<file path="src/rtl/uart_receiver.sv">
// UART receive path: 8N1 frames, oversampled at CLKS_PER_BIT clocks per bit,
// sampled mid-bit, one-byte holding register with ack/overrun handshake.
module uart_receiver #(
   parameter int CLKS_PER_BIT = 16
) (
   input  logic       sysclk,
   input  logic       reset,
   input  logic       UART_RX,
   input  logic       RX_ACK,
   output logic [7:0] RX_DATA,
   output logic       RX_VALID,
   output logic       RX_FRAME_ERR,
   output logic       RX_OVERRUN,
   output logic       RX_STATUS
);

   localparam int HALF  = CLKS_PER_BIT / 2;
   localparam int CNT_W = $clog2(CLKS_PER_BIT);
   localparam logic [CNT_W-1:0] CNT_MID  = CNT_W'(HALF - 1);
   localparam logic [CNT_W-1:0] CNT_LAST = CNT_W'(CLKS_PER_BIT - 1);
   localparam logic [CNT_W-1:0] CNT_ONE  = CNT_W'(1);

   typedef enum logic [2:0] {IDLE, START, DATA, STOP, WAIT_IDLE} state_t;

   state_t           state;
   logic [CNT_W-1:0] cnt;
   logic [2:0]       bit_idx;
   logic             sync_p0;
   logic             sync_p1;
   logic [7:0]       shreg;

   // Mid-bit sample strobe for a data bit; the shift register is pure datapath.
   always_ff @(posedge sysclk) begin
      if (state == DATA && cnt == CNT_LAST) begin
         shreg[bit_idx] <= sync_p1;
      end
   end

   always_ff @(posedge sysclk) begin
      if (reset) begin
         sync_p0      <= 1'b1;
         sync_p1      <= 1'b1;
         state        <= IDLE;
         cnt          <= '0;
         bit_idx      <= '0;
         RX_DATA      <= '0;
         RX_VALID     <= 1'b0;
         RX_FRAME_ERR <= 1'b0;
         RX_OVERRUN   <= 1'b0;
      end else begin
         // Stage p0 -> p1: two-flop synchronizer on the asynchronous pin
         sync_p0      <= UART_RX;
         sync_p1      <= sync_p0;
         RX_FRAME_ERR <= 1'b0;
         if (RX_ACK) begin
            RX_VALID   <= 1'b0;
            RX_OVERRUN <= 1'b0;
         end
         case (state)
            IDLE: begin
               if (!sync_p1) begin
                  state <= START;
                  cnt   <= '0;
               end
            end
            START: begin
               if (cnt == CNT_MID) begin
                  if (sync_p1) begin
                     state <= IDLE;
                  end else begin
                     state   <= DATA;
                     cnt     <= '0;
                     bit_idx <= '0;
                  end
               end else begin
                  cnt <= cnt + CNT_ONE;
               end
            end
            DATA: begin
               if (cnt == CNT_LAST) begin
                  cnt <= '0;
                  if (bit_idx == 3'd7) begin
                     state <= STOP;
                  end else begin
                     bit_idx <= bit_idx + 3'd1;
                  end
               end else begin
                  cnt <= cnt + CNT_ONE;
               end
            end
            STOP: begin
               if (cnt == CNT_LAST) begin
                  cnt <= '0;
                  if (sync_p1) begin
                     // Leave mid-stop so a following start edge is not missed.
                     state <= IDLE;
                     if (!RX_VALID || RX_ACK) begin
                        RX_DATA  <= shreg;
                        RX_VALID <= 1'b1;
                     end else begin
                        RX_OVERRUN <= 1'b1;
                     end
                  end else begin
                     RX_FRAME_ERR <= 1'b1;
                     state        <= WAIT_IDLE;
                  end
               end else begin
                  cnt <= cnt + CNT_ONE;
               end
            end
            WAIT_IDLE: begin
               if (sync_p1) begin
                  state <= IDLE;
               end
            end
            default: state <= IDLE;
         endcase
      end
   end

   assign RX_STATUS = (state == IDLE);

endmodule

</file>
<file path="config.mk">
export PLATFORM = sky130hd
export DESIGN_NAME = uart_receiver
export DESIGN_NICKNAME = d
export VERILOG_FILES = /design/src/rtl/uart_receiver.sv
export SDC_FILE = /design/constraint.sdc
export NUM_CORES = 1
export LEC_CHECK = 0
export BUFFER_PORTS_ARGS = -buffer_cell sky130_fd_sc_hd__buf_2
export CORE_UTILIZATION = 60
export DETAILED_ROUTE_END_ITERATION = 10
export GPL_ROUTABILITY_DRIVEN = 0
export PLACE_DENSITY_LB_ADDON = 0.25
export REMOVE_ABC_BUFFERS = 1
export SLEW_MARGIN = 25
export SYNTH_ARGS = -nofsm -noshare
export SYNTH_HDL_FRONTEND = slang
export SYNTH_SLANG_ARGS = --single-unit
</file>
<file path="constraint.sdc">
create_clock -name sysclk -period 3.4 [get_ports sysclk]
set_input_delay 0.68 -clock sysclk [delete_from_list [all_inputs] [get_ports sysclk]]
set_output_delay 0.68 -clock sysclk [all_outputs]
set_load 0.1 [all_outputs]
</file>
==> metrics.cfg <==
[status]
status = finished, violations left
violations = design-rule violations

[detailed_routing]
drc = 2
met3WireLength_um = 115
routed.top_layer = met4
drt.antenna.violating_nets = 0
wire_per_inst_um = 13.16
postRouteWirelength_um = 2409
dr.first_iter.drc_count = 27
routed-via-count = 1039
via_per_inst = 5.678
drt_pre_antenna_iters = 7
dr_wl_met2_um = 1229
m1WireLength_um = 1013

[sta]
min_period_ps = 2124
fmax_mhz = 470.8
finalSetupTns_ps = 0
slew-limit-headroom = 0.5966
worst_pin_slew_ps = 604.3
period_share = 0.6247
hold_viol = 0
rsz0062_at_grt = no
skew_ps = 4.895
finalMaxSlewViolations = 0
setup-violations-final = 0

[clock_network]
cts_resized = 0
insertion_delay_ps = 320
post_cts_buffers = 0
cts-root-buf = clkbuf_4
hold_buffers = 0
cts_tree = yes
clk_pin_slew_ps = 80
clock_path_buffers = 2
cts_inserted_buffers = 5
cts_sinks = 31
cts_max_level = 2

[worst_setup_path]
critical_path.cell_chain = nor3_1, buf_2
critical-path-top-delay-family = flip-flops
cp.arrival_ps = 1440
critPathLaunchType = flop
cpPeakStageDelay_ps = 490
reg2reg_slack_ps = 1540
critPathBufInv = 1
required_ps = 2720
slowest_stage = dfxtp_1
r2r_cells = 6
crit_type = reg2out
r2r-start = bit_idx[1]
r2r-end = bit_idx[0]
cp_max_fo = 15
cp-end-kind = output pin

[floorplan]
core_area_mm2 = 0.002191
io_pins = 16
die_area_mm2 = 0.002518
std_cell_rows = 17
die_w_um = 50.18
die_y_um = 50.18
initial_utilization = 0.6356

[grt]
grt_overflow = 0
grt_pass1_vias = 963
grt_pass1_wl_um = 4036
antenna_found_initial = 0
grt_max_degree = 25
grt_use_total = 0.2225

[hold_path]
min-delay-path-class = reg2reg
worstHoldEndpoint = sync_p1
whs_path_depth = 1
hold_path.startpoint = sync_p0

[logic_synthesis]
synth-edff-count = 8
synthCells = 140
synthTopCellsByArea = dfxtp_1, edfxtp_1, mux2i_1
synth_area_mm2 = 0.001393
seq_area_frac_synth = 0.5031
avgSynthCellArea_um2 = 9.947
synth_warnings = 0
yosys.area.top_type = dfxtp_1
synth_common_cells = dfxtp_1, nor2_1, mux2i_1
synth.most_common_cell = dfxtp_1
synth_top_flop_cell = dfxtp_1
synth_cell_types = 35
synthArstFlopShare = 0
ys_ff_latch = 31
synth_top_area_frac = 0.3306

[final_layout]
antenna_cells = 0
layout-drive-gt1-share = 0.1742
final_util = 0.6899
fin_nets = 161
area.growth.synth_to_final_pct = 8.535
fillCellCount = 178

[flow_run]
cap_violations = 0

[placement]
port_buffers = 15
hpwl_um = 1679

[power_and_ir_drop]
switchingPower_uw = 125.3
pwr-share-seq = 0.648
vdd_drop_max_mv = 0.3930
p_per_area_mw_per_mm2 = 390.4
internal_power_uw = 464.9
power.switching_fraction = 0.2123
p_leak_nw = 0.6162
power_frac_clock = 0.325
power.share.combinational = 0.027

layout make-up:
| cell class | count | area [um^2] | area share |
|---|---|---|---|
| sequential | 31 | 700.7 | 0.4636 |
| timing repair buffer | 15 | 75.07 | 0.04967 |
| tap | 28 | 35.03 | 0.02318 |
| multi-input combinational | 99 | 643.1 | 0.4255 |
| inverter | 2 | 7.507 | 0.004967 |
| clock inverter | 1 | 5.005 | 0.003311 |
| clock buffer | 7 | 45.04 | 0.02980 |
per-stage QoR:
stage | setup WS (ps) | instance area [um^2] | power, mW | hold slack [ps] | std cells
2_1_floorplan | 203.0 | 1351 | 0.3990 | 389.5 | 132
3_3_place_gp | 1631 | 1461 | 0.4065 | 393.1 | 175
3_5_place_dp | 1564 | 1461 | 0.4070 | 400.0 | 175
4_1_cts | 1262 | 1511 | 0.5987 | 420.5 | 183
5_1_grt | 1156 | 1511 | 0.6232 | 429.3 | 183
6_report | 1276 | 1511 | 0.5901 | 415.2 | 183
layout by cell type, fill, tap and decap left out, types with 3 or more instances in the layout:
cell / n
dfxtp_1: 23
nor2_1: 19
buf_2: 15
mux2i_1: 10
nand2_1: 9
nor3_1: 8
a21oi_1: 8
edfxtp_1: 8
nand3_1: 5
clkbuf_4: 5
nand2b_1: 4
a31oi_1: 4
and3_1: 3
ha_1: 3
state kept, by name, summed over array words and instances (netlist names):
name / cells
sync_p0: 1
RX_OVERRUN: 1
sync_p1: 1
RX_FRAME_ERR: 1
cnt: 4
state: 3
RX_VALID: 1
bit_idx: 3
RX_DATA: 8
shreg: 8
kinds of logic (layout without fill, tap and decap cells):
kind of cell,after synthesis,in the layout,synth area share
simple gates,62,62,0.2390
flops,31,31,0.5031
compound gates,22,22,0.1096
mux,11,11,0.07997
buf+inv,10,25,0.03504
fa+ha+maj,3,3,0.02696
xor+xnor,1,1,0.006290
routing by layer:
| metal | vias up | GRT usage |
|---|---|---|
| met5 | - | 0 |
| met4 | 0 | 0.1429 |
| met3 | 7 | 0.09091 |
| met2 | 26 | 0.3622 |
| met1 | 477 | 0.2354 |
| li1 | 529 | - |
power by group through the flow:
stage	clock, mW	combinational (mW)	sequential (mW)
finish	0.192	0.0159	0.382
floorplan	0	0.00900	0.390
global route	0.223	0.0173	0.383
detailed placement	0	0.0160	0.391
global placement	0	0.0157	0.391
CTS	0.200	0.0161	0.382
worst max-delay path by stage:
stage	startpoint	endpoint	slack, ps	cells after the start
after floorplan	state[1]	RX_STATUS	200	1
after global placement	state[2]	RX_STATUS	1630	2
after detailed placement	bit_idx[1]	bit_idx[0]	1560	6
after CTS	state[2]	RX_STATUS	1260	2
after global routing	state[1]	RX_STATUS	1160	2
final	state[2]	RX_STATUS	1280	2
Power figures use the tool's default switching activity.
